### src/rtl/bus_arbiter_pkg.sv
// Shared bus definitions: master count, owner encoding, active-low levels
// and hold-counter sizing used by the arbiter and its masters.
package bus_arbiter_pkg;

  localparam int unsigned NUM_MASTERS = 4;
  localparam int unsigned OWNER_W     = 2;
  localparam int unsigned HOLD_W      = 8;

  typedef logic [OWNER_W-1:0] owner_t;
  typedef logic [HOLD_W-1:0]  hold_t;

  localparam owner_t BUS_OWNER_MASTER_0 = 2'd0;  // instruction fetch
  localparam owner_t BUS_OWNER_MASTER_1 = 2'd1;
  localparam owner_t BUS_OWNER_MASTER_2 = 2'd2;
  localparam owner_t BUS_OWNER_MASTER_3 = 2'd3;

  localparam logic ENABLE_  = 1'b0;
  localparam logic DISABLE_ = 1'b1;

  localparam hold_t HOLD_MAX = '1;

endpackage

### src/rtl/bus_arbiter.sv
// Four-master round-robin bus arbiter with parking, no preemption and a
// registered contention timeout flag.
module bus_arbiter
  import bus_arbiter_pkg::*;
#(
  parameter logic [HOLD_W-1:0] TIMEOUT_CYCLES = 8'd255
) (
  input  logic               clk,
  input  logic               reset,
  input  logic               m0_req_,
  input  logic               m1_req_,
  input  logic               m2_req_,
  input  logic               m3_req_,
  output logic               m0_grnt_,
  output logic               m1_grnt_,
  output logic               m2_grnt_,
  output logic               m3_grnt_,
  output logic [OWNER_W-1:0] bus_owner,
  output logic               bus_timeout
);

  localparam hold_t TIMEOUT_LIMIT = (TIMEOUT_CYCLES == '0) ? hold_t'(1) : TIMEOUT_CYCLES;

  owner_t                 owner_q, owner_d;
  hold_t                  hold_q, hold_d;
  logic                   timeout_q, timeout_d;
  logic [NUM_MASTERS-1:0] req;
  logic [NUM_MASTERS-1:0] grnt_n;
  logic                   owner_req;
  logic                   contended;

  assign req       = ~{m3_req_, m2_req_, m1_req_, m0_req_};
  assign owner_req = req[owner_q];
  assign contended = |(req & ~(NUM_MASTERS'(1) << owner_q));

  // State register
  // NOTE: sequential state uses non-blocking assignments so every flop samples
  // pre-edge values, independent of process evaluation order.
  always_ff @(posedge clk or posedge reset) begin
    if (reset) begin
      owner_q   <= BUS_OWNER_MASTER_0;
      hold_q    <= '0;
      timeout_q <= 1'b0;
    end else begin
      owner_q   <= owner_d;
      hold_q    <= hold_d;
      timeout_q <= timeout_d;
    end
  end

  // Next-owner selection: the owner keeps the bus while requesting; on release
  // the search starts at owner+1, so the releasing master is tried last.
  // NOTE: every always_comb output is defaulted first so no path infers a latch.
  always_comb begin
    owner_d = owner_q;
    if (!owner_req) begin
      case (owner_q)
        BUS_OWNER_MASTER_0:
          if      (req[1]) owner_d = BUS_OWNER_MASTER_1;
          else if (req[2]) owner_d = BUS_OWNER_MASTER_2;
          else if (req[3]) owner_d = BUS_OWNER_MASTER_3;
        BUS_OWNER_MASTER_1:
          if      (req[2]) owner_d = BUS_OWNER_MASTER_2;
          else if (req[3]) owner_d = BUS_OWNER_MASTER_3;
          else if (req[0]) owner_d = BUS_OWNER_MASTER_0;
        BUS_OWNER_MASTER_2:
          if      (req[3]) owner_d = BUS_OWNER_MASTER_3;
          else if (req[0]) owner_d = BUS_OWNER_MASTER_0;
          else if (req[1]) owner_d = BUS_OWNER_MASTER_1;
        default:
          if      (req[0]) owner_d = BUS_OWNER_MASTER_0;
          else if (req[1]) owner_d = BUS_OWNER_MASTER_1;
          else if (req[2]) owner_d = BUS_OWNER_MASTER_2;
      endcase
    end
  end

  // Hold counter and timeout; the flag is computed from the next count so it
  // falls on the same edge the counter clears.
  always_comb begin
    hold_d = hold_q;
    if (!owner_req || owner_d != owner_q) begin
      hold_d = '0;
    end else if (contended && hold_q != HOLD_MAX) begin
      hold_d = hold_q + hold_t'(1);
    end
    timeout_d = (hold_d >= TIMEOUT_LIMIT);
  end

  // Outputs decoded from registers only
  always_comb begin
    grnt_n          = {NUM_MASTERS{DISABLE_}};
    grnt_n[owner_q] = ENABLE_;
  end

  assign m0_grnt_    = grnt_n[0];
  assign m1_grnt_    = grnt_n[1];
  assign m2_grnt_    = grnt_n[2];
  assign m3_grnt_    = grnt_n[3];
  assign bus_owner   = owner_q;
  assign bus_timeout = timeout_q;

endmodule

### config.mk
export PLATFORM = sky130hd
export DESIGN_NAME = bus_arbiter
export DESIGN_NICKNAME = d
export VERILOG_FILES = /design/src/rtl/bus_arbiter_pkg.sv /design/src/rtl/bus_arbiter.sv
export SDC_FILE = /design/constraint.sdc
export NUM_CORES = 1
export LEC_CHECK = 0
export ABC_AREA = 1
export CORE_UTILIZATION = 55
export DETAILED_ROUTE_END_ITERATION = 10
export GPL_ROUTABILITY_DRIVEN = 1
export HOLD_SLACK_MARGIN = 0.08
export PLACE_DENSITY = 0.82
export SETUP_SLACK_MARGIN = 0.5
export SLEW_MARGIN = 15
export SYNTH_ARGS = -nofsm -noshare
export SYNTH_HDL_FRONTEND = slang
export SYNTH_SLANG_ARGS = --single-unit
### constraint.sdc
create_clock -name clk -period 3 [get_ports clk]
set_input_delay 0.45 -clock clk [delete_from_list [all_inputs] [get_ports clk]]
set_output_delay 0.45 -clock clk [all_outputs]
set_load 0.02 [all_outputs]
# Word level (Yosys, flattened, before mapping)
# Index checks and enable logic that the tools add are counted.
# op_classes
n_addsub	1
order_cmp	3
n_eq_ne	4
shifts	1
mux	20
bitwise	4
reduce_logical	6
# ops
op	n
$mux 2	13
$mux 8	2
$not 4->4	3
$add 8x1->8 const B	1
$ge 8x8->1 const B	1
$ne 8x8->1 const B	1
$pmux 2 s3	1
$and 4x4->4	1
$reduce_or 4->1	1
$shl 1x2->4 const A	1
$lt 2x3->1 const B	1
$bmux 1 s2	1
$demux 1 s2	1
$eq 2x1->1 const B	1
$eq 2x2->1 const B	1
$ge 2x1->1 const B	1
$logic_and 1x1->1	2
$logic_not 2->1	1
$mux 1	2
$ne 2x2->1	1
$logic_not 1->1	1
$logic_or 1x1->1	1
# totals
regBits	11
inputBits	6
out_inout_bits	7

# Logic depth before layout (Yosys ltp)
# Gate-level depths: netlist of the first run.
# depth
depth_word	10
depth_mapped	13

# Least setup slack after synthesis of the first run
# OpenSTA, ideal clock, no wires.
# synth_timing
path_kind	flip-flop to flip-flop
from	register owner_q[0] (netlist: bus_owner[0])
to	register timeout_q (netlist: bus_timeout)
setup_time_ns	0.080
t_arrival_ns	1.622
t_required_ns	2.920
setup_slack_ns	1.298
stages_incl_launch_ff	13
path_buffers	1
path_cell_list	dfrtp_1 -> buf_4 -> inv_2 -> nand2_1 -> nand2_1 -> nand2_1 -> inv_2 -> nand2_4 -> nand2_4 -> inv_4 -> o21ai_1 -> nand3_1 -> nor3_2
# synth_between
elab_chain_cells	9
# synth_lines
item	line	text
start: declaration	bus_arbiter.sv:24	owner_t owner_q, owner_d;
start signal: assignment	bus_arbiter.sv:45	owner_q <= owner_d;
$mux 2, on equally long branches (3 in series)	-	
$pmux 2 s3	bus_arbiter.sv:57	case (owner_q)
$mux 2	bus_arbiter.sv:56	if (!owner_req) begin
$ne 2x2->1	bus_arbiter.sv:82	if (!owner_req || owner_d != owner_q) begin
$logic_or 1x1->1	bus_arbiter.sv:82	
$mux 8 *	bus_arbiter.sv:82	
$ge 8x8->1 *	bus_arbiter.sv:87	timeout_d = (hold_d >= TIMEOUT_LIMIT);
net timeout_d	bus_arbiter.sv:26	logic timeout_q, timeout_d;
end signal: assignment	bus_arbiter.sv:47	timeout_q <= timeout_d;
end: declaration	bus_arbiter.sv:26	
# The timed path passes the listed nets; every way through them passes the cells marked *. The select of a mux whose other input is x is not followed.

# Worst setup path in the final report of the first run
# layout_timing
from	register owner_q[0] (netlist: bus_owner[0])
to	output port m2_grnt_
# layout_between
elab_chain_cells	5
# layout_lines
item	line	text
$lt 2x3->1 (not written as such) or $ge 2x1->1 (tied branches)	bus_arbiter.sv:93	grnt_n[owner_q] = ENABLE_;
$logic_and 1x1->1 (not written as such)	bus_arbiter.sv:93	
$mux 1 (not written as such)	bus_arbiter.sv:93	
$demux 1 s2 *	bus_arbiter.sv:93	
$not 4->4 (no source line) *	-	
end: declaration	bus_arbiter.sv:16	output logic m2_grnt_,
# Mark *: on every way between the ends. The rest lies on a longest branch, timed or not.

==> flow_summary_export.csv, run 1 <==
group,metric,value,unit
timing,final.min_clock_period,2.053,ns
placed_design,gp_routability_congestion,0.9182,
placed_design,buffer_ports.inserted,12,
synthesis,synth.distinct_cells,27,
die,chipHeight,40.34,microns
min_path,min-delay-path-class,"input port to async pin",
synthesis,ys_ff_latch,11,
final_layout,n_antenna_cell,0,
clock_tree,clock_buffers_created_by_tritoncts,3,
worst_setup_path,worst_setup_path_start_kind,"flop",
drt,vias,774,
final_layout,final_util,72.42,%
drt,avgViaCountPerCell,5.301,
synthesis,synth_commonest_cells,"sky130_fd_sc_hd__nand2_1 (26), sky130_fd_sc_hd__inv_1 (16), sky130_fd_sc_hd__dfrtp_1 (11), sky130_fd_sc_hd__nor2_1 (10), sky130_fd_sc_hd__nand3_1 (8)",
die,floorplan.initialDensity,60.60,%
worst_setup_path,cp_data_required_time,2.55,ns
drt,dr.pass1.iters,4,
clock_tree,cts.sinks,11,
synthesis,ys_warn_count,0,
timing,rsz0062_at_grt,"false",
timing,final-hold-violation-count,0,
die,core_area,1334,sq um
drt,wl_per_cell,12.61,microns
die,io_pins,13,
clock_tree,clk_path_buf_depth,2,
worst_setup_path,critPathMaxFanout,10,
timing,final.setup_skew,0.003671,ns
synthesis,postSynthAreaPerCell,6.968,sq um
worst_setup_path,critical_path_class,"flop to output pin",
global_route,grt_antenna_before_repair,0,
clock_tree,htreeDepth,1,
synthesis,number_of_enable_type_register_cells_in_the_synthesized_netlist,0,
timing,tightest_slew,0.4049,ns
synthesis,synth.largest_area_cell,"sky130_fd_sc_hd__dfrtp_1",
synthesis,async_reset_ff_share,100.0,%
final_layout,fin_nets,139,
worst_setup_path,cp_endpoint_kind,"output pin",
clock_tree,cts_root_buffer,"sky130_fd_sc_hd__clkbuf_4",
synthesis,netlist.area_leader.share,34.06,%
pwr,power-per-cell-area,799.4,nW/um^2
timing,achievable-frequency,487.0,MHz
timing,timing.final.max_slew_violations,0,
worst_setup_path,timing.critical_path.arrival,1.60,ns
timing,final_setup_violations,0,
drt,violation_count_after_the_first_detailed_routing_iteration,26,
synthesis,mappedNetlistArea,808.3,sq um
synthesis,synth.yosys.seq_area_share,34.06,%
final_layout,drive_gt1_share,15.27,%
die,rows,13,
clock_tree,clkSlewWorstSetupHoldPaths,0.07,ns
clock_tree,cts_tree,"done",
clock_tree,holdBufCountCts,0,
drt,drc_errors,0,
die,die_span_in_x,40.34,microns
synthesis,yosys.cell_count.top_type,"sky130_fd_sc_hd__nand2_1",
clock_tree,cts_post_setup_buffers_inserted,0,
final_layout,area.growth.synth_to_final,19.50,%
synthesis,yosys_most_used_dff,"sky130_fd_sc_hd__dfrtp_1",
drt,totalWireLength,1.841,mm
die,die-area,1627,sq um
clock_tree,cts_resized,0,
synthesis,synthesis.instances,116,
global_route,grt_max_degree,12,
timing,final.setup.tns,0,ns
global_route,grt_pass1_vias,605,
global_route,overflow,0,
clock_tree,clock_latency,0.26,ns
global_route,gr-usage-all-layers,25.49,%
global_route,grt_pass1_wl,2.677,mm
placed_design,dp_hpwl,1.436,mm
synthesis,synthesis.nets,123,
drt,route.antenna.remaining_nets,0,
pwr,vdd_ir_drop_max,0.0005726,V
pwr,leak_pwr,0.4701,nW
timing,final_min_period_over_clock_period,68.44,%
timing,max_slew_headroom,72.97,%
job,timing.max_cap.violations,0,
outcome,run_status,"complete, no violations",
synthesis,post_synth_main_area_contributors,"sky130_fd_sc_hd__dfrtp_1 (34%), sky130_fd_sc_hd__nand2_1 (12%), sky130_fd_sc_hd__inv_1 (7.4%)",
worst paths after layout:
path	end	start	slack (ns)	cells after the start
worst max-delay path	m2_grnt_	bus_owner[0]$_DFF_PP0_	0.95	3
worst min-delay path	hold_q[3]$_DFF_PP0_	reset	0.47	2
worst max register to register	bus_timeout$_DFF_PP0_	hold_q[1]$_DFF_PP0_	1.19	9
worst min register to register	hold_q[4]$_DFF_PP0_	hold_q[4]$_DFF_PP0_	0.61	2
max in group asynchronous	hold_q[0]$_DFF_PP0_	reset	2.24	2
min in group clk	hold_q[4]$_DFF_PP0_	hold_q[4]$_DFF_PP0_	0.61	2
power by group:
group | switching, mW | internal (mW)
logic | 0.278 | 0.169
clock network | 0.0460 | 0.0513
registers | 0.0519 | 0.176
total | 0.376 | 0.396
layout by cell type (no fill, tap or decap):
cell type	instances
sky130_fd_sc_hd__o21ai_1	2
sky130_fd_sc_hd__xnor2_1	2
sky130_fd_sc_hd__a21oi_1	5
sky130_fd_sc_hd__clkdlybuf4s50_1	12
sky130_fd_sc_hd__nand4_1	2
sky130_fd_sc_hd__ha_1	1
sky130_fd_sc_hd__nor3_2	1
sky130_fd_sc_hd__o221ai_1	1
sky130_fd_sc_hd__nand3_1	8
sky130_fd_sc_hd__o211ai_1	1
sky130_fd_sc_hd__nand2_4	2
sky130_fd_sc_hd__o2111ai_1	1
sky130_fd_sc_hd__inv_1	16
sky130_fd_sc_hd__nand2_1	26
sky130_fd_sc_hd__clkbuf_1	1
sky130_fd_sc_hd__nor2_2	1
sky130_fd_sc_hd__nand3_2	1
sky130_fd_sc_hd__clkbuf_4	3
sky130_fd_sc_hd__a41oi_1	1
sky130_fd_sc_hd__a21oi_2	1
sky130_fd_sc_hd__o21ai_0	4
sky130_fd_sc_hd__inv_2	6
sky130_fd_sc_hd__nor2_1	10
sky130_fd_sc_hd__xor2_1	3
sky130_fd_sc_hd__inv_4	1
sky130_fd_sc_hd__o22ai_1	1
sky130_fd_sc_hd__nand2_2	4
sky130_fd_sc_hd__dfrtp_1	11
sky130_fd_sc_hd__nor3_1	3
metrics by stage:
stage | hold slack, ns | setup slack [ns] | cells | instance area [sq um] | power [mW]
after floorplan | 0.3024 | 1.298 | 116 | 808.3 | 0.5273
after detailed placement | 0.5940 | 0.9804 | 142 | 939.7 | 0.6717
after global routing | 0.5197 | 0.8507 | 146 | 965.9 | 0.8298
final | 0.4708 | 0.9467 | 146 | 965.9 | 0.7721
after global placement | 0.5972 | 1.045 | 142 | 939.7 | 0.6630
after CTS | 0.4796 | 0.9462 | 146 | 965.9 | 0.7740
flip-flops by register name, summed over array words and instances (netlist names):
name	cells
hold_q	8
bus_owner	2
bus_timeout	1
critical path, stage by stage (launching register included):
cell,delay [ns]
sky130_fd_sc_hd__dfrtp_1,0.57
sky130_fd_sc_hd__inv_2,0.06
sky130_fd_sc_hd__nand2_1,0.11
sky130_fd_sc_hd__clkdlybuf4s50_1,0.61
kinds of logic after synthesis:
family,count (synthesis),share of synthesized area (%)
AND/OR/NAND/NOR,58,34.21
buffers and inverters,24,11.92
AO/OA/AOI/OAI,17,12.85
flip-flops,11,34.06
XOR/XNOR,5,5.419
adder cells (fa/ha/maj),1,1.548
routing by layer:
metal | up-vias | share of wire, % | track usage (%)
met5 | - | 0 | 0
met4 | 0 | 0.76 | 7.500
met3 | 2 | 5.3 | 5.000
met2 | 28 | 45 | 36.90
met1 | 343 | 49 | 37.98
li1 | 401 | - | -
cell type report:
cell class,instances,area [sq um]
Clock buffer,4,26.28
Fill cell,105,367.9
Inverter,23,88.84
Multi-Input combinational cell,81,436.7
Sequential cell,11,275.3
Tap cell,15,18.77
Timing Repair Buffer,12,120.1
(Power assumes the default switching activity.)
==> run 2, diff against run 1 <==
--- a/config.mk
+++ b/config.mk
@@ -6,11 +6,11 @@
 export NUM_CORES = 1
 export LEC_CHECK = 0
 export ABC_AREA = 1
-export CORE_UTILIZATION = 55
+export CORE_UTILIZATION = 51
 export DETAILED_ROUTE_END_ITERATION = 10
 export GPL_ROUTABILITY_DRIVEN = 1
 export HOLD_SLACK_MARGIN = 0.08
-export PLACE_DENSITY = 0.82
+export PLACE_DENSITY = 0.77
 export SETUP_SLACK_MARGIN = 0.5
 export SLEW_MARGIN = 15
 export SYNTH_ARGS = -nofsm -noshare
==> constraint.sdc (replaced) <==
create_clock -name clk -period 2 [get_ports clk]
set_input_delay 0.3 -clock clk [delete_from_list [all_inputs] [get_ports clk]]
set_output_delay 0.3 -clock clk [all_outputs]
set_load 0.02 [all_outputs]
==> run 2 against run 1 <==
First-iteration DRC count grew to 2.8 times the previous value. Largest power group unchanged. Die area up 7.4%. Clock power increased by 54%. Register-to-register slack worse by 0.98 ns.
==> flow_summary_export.csv, run 2 (synthesized netlist as in run 1, its figures left out) <==
group,metric,value,unit
final_layout,fillers,81,
worst_setup_path,crit_path_start,"hold_q[1]$_DFF_PP0_",
clock_tree,htreeDepth,1,
final_layout,final_common_cell,"sky130_fd_sc_hd__nand2_1",
drt,drc_errors,0,
global_route,globalRoute.busiestLayer,"met2",
die,die-area,1748,sq um
placed_design,buffer_ports.inserted,12,
final_layout,largest_register_ffs,8,
die,die_span_in_x,41.81,microns
clock_tree,cts.sinks,11,
worst_setup_path,worst_setup_path_start_kind,"flop",
timing,final.setup_skew,0.003444,ns
final_layout,area.growth.synth_to_final,53.10,%
worst_setup_path,r2r_cells,8,
global_route,grt_use_met1,39.66,%
drt,totalWireLength,2.971,mm
final_layout,mostFrequentLayoutCells,"sky130_fd_sc_hd__nand2_1 (17), sky130_fd_sc_hd__inv_1 (16), sky130_fd_sc_hd__buf_4 (13)",
timing,final_min_period_over_clock_period,89.32,%
drt,violation_count_after_the_first_detailed_routing_iteration,73,
final_layout,seq_area,279.0,sq um
worst_setup_path,critPathMaxFanout,3,
global_route,gr-usage-all-layers,27.17,%
global_route,overflow,0,
timing,rsz0062_at_grt,"true",
pwr,power-per-cell-area,1250,nW/um^2
final_layout,n_antenna_cell,0,
clock_tree,clock_buffers_created_by_tritoncts,3,
worst_setup_path,cpMaxStageDelayCell,"sky130_fd_sc_hd__dfrtp_1",
global_route,groute.layer.met3.usage,3.478,%
worst_setup_path,setup.reg_to_reg.worst_slack,0.21,ns
timing,final_setup_violations,0,
job,timing.max_cap.violations,0,
timing,timing.final.max_slew_violations,0,
timing,achievable-frequency,559.8,MHz
placed_design,place_area,974.7,sq um
timing,final.setup.tns,0,ns
worst_setup_path,timing.critical_path.arrival,1.96,ns
clock_tree,clk_path_buf_depth,2,
die,io_pins,13,
worst_setup_path,cp_endpoint_kind,"flop",
drt,vias,1007,
global_route,grt_pass1_wl,3.657,mm
clock_tree,clkSlewWorstSetupHoldPaths,0.07,ns
die,rows,14,
timing,timing.hold.ws,0.3227,ns
global_route,grt_pass1_vias,840,
clock_tree,cts_root_buffer,"sky130_fd_sc_hd__clkbuf_4",
worst_setup_path,reg2reg_from,"hold_q[1]$_DFF_PP0_",
drt,route.antenna.remaining_nets,0,
pwr,leak_pwr,0.6031,nW
worst_setup_path,critPathCapture,"bus_timeout$_DFF_PP0_",
pwr,vdd_ir_drop_max,0.001097,V
final_layout,fin_nets,155,
final_layout,drive_gt1_share,41.50,%
placed_design,gp_routability_congestion,0.9058,
die,core_area,1489,sq um
worst_setup_path,critical_path_class,"flop to flop",
final_layout,largest-register,"hold_q",
worst_setup_path,timing.critical_path.slowest_cell_delay,0.44,ns
timing,tightest_slew,0.4125,ns
timing,final.min_clock_period,1.786,ns
global_route,grt_antenna_before_repair,0,
clock_tree,clock_latency,0.26,ns
timing,max_slew_headroom,72.47,%
clock_tree,cts_tree,"done",
min_path,min-delay-path-class,"input port to async pin",
worst_setup_path,regToRegEndpoint,"bus_timeout$_DFF_PP0_",
drt,dr.pass1.iters,4,
final_layout,final_design_area_no_fill,1237,sq um
clock_tree,holdBufCountCts,0,
final_layout,multi_input_comb_area,584.3,sq um
global_route,grt_max_degree,12,
die,chipHeight,41.81,microns
drt,avgViaCountPerCell,6.178,
global_route,grt_use_met2,41.56,%
worst_setup_path,cp_data_required_time,2.18,ns
drt,wl_per_cell,18.23,microns
worst_setup_path,critical_path_cell_count,8,
final_layout,final_util,83.11,%
die,floorplan.initialDensity,54.29,%
worst_setup_path,critical_path_s_top_delay_family,"simple AND/OR/NAND/NOR gates",
outcome,run_status,"complete, no violations",
worst_setup_path,cp_cell_sequence,"ha_4, nand3_4, buf_4, xnor2_1, nand3_1, a21oi_2, nand4_1, nor3_4",
worst_setup_path,worst-path-buf-inv,1,
timing,final-hold-violation-count,0,
placed_design,dp_hpwl,1.486,mm
run 2: what timing repair did:
action                     in CTS  in global routing
setup buffers                   8                  8
resized for setup              15                 31
setup endpoints to repair      15                 13
pin swaps                       7                 14
run 2: worst min path at each step:
stage                            end  slack, ns  depth (start not counted)
2_1_floorplan  bus_timeout$_DFF_PP0_       0.15                          1
3_5_place_dp     hold_q[5]$_DFF_PP0_       0.62                          2
4_1_cts        bus_timeout$_DFF_PP0_       0.34                          2
6_report       bus_timeout$_DFF_PP0_       0.32                          2
3_3_place_gp     hold_q[7]$_DFF_PP0_       0.61                          2
5_1_grt        bus_timeout$_DFF_PP0_       0.38                          2
run 2: layer usage:
metal / vias up / part of all wire, %
li1: 435 / -
met2: 78 / 49
met5: - / 0
met3: 12 / 9.3
met4: 0 / 2.9
met1: 482 / 38
run 2: through the flow:
stage          cells  power (mW)  setup WS, ns
3_5_place_dp     143       1.069        0.1397
2_1_floorplan    116      0.8667        0.4589
5_1_grt          163       1.611        0.1451
6_report         163       1.546        0.2136
3_3_place_gp     143       1.064        0.2254
4_1_cts          155       1.299        0.3213
run 2: final cells by class:
| class | count | area share (%) |
|---|---|---|
| Clock buffer | 4 | 2.123 |
| Inverter | 23 | 7.583 |
| Multi-Input combinational cell | 81 | 47.22 |
| Sequential cell | 11 | 22.55 |
| Tap cell | 16 | 1.618 |
| Timing Repair Buffer | 28 | 18.91 |
run 2: worst register-to-register path: stages, from the launching register on:
cell                      delay (ns)
sky130_fd_sc_hd__dfrtp_1        0.44
sky130_fd_sc_hd__ha_4           0.18
sky130_fd_sc_hd__nand3_4        0.09
sky130_fd_sc_hd__buf_4          0.15
sky130_fd_sc_hd__xnor2_1        0.15
sky130_fd_sc_hd__nand3_1        0.15
sky130_fd_sc_hd__a21oi_2        0.20
sky130_fd_sc_hd__nand4_1        0.17
sky130_fd_sc_hd__nor3_4         0.18
run 2: report_power, final:
group | switching (mW) | internal, mW
combinational | 0.628 | 0.414
sequential | 0.0839 | 0.270
clock | 0.0732 | 0.0769
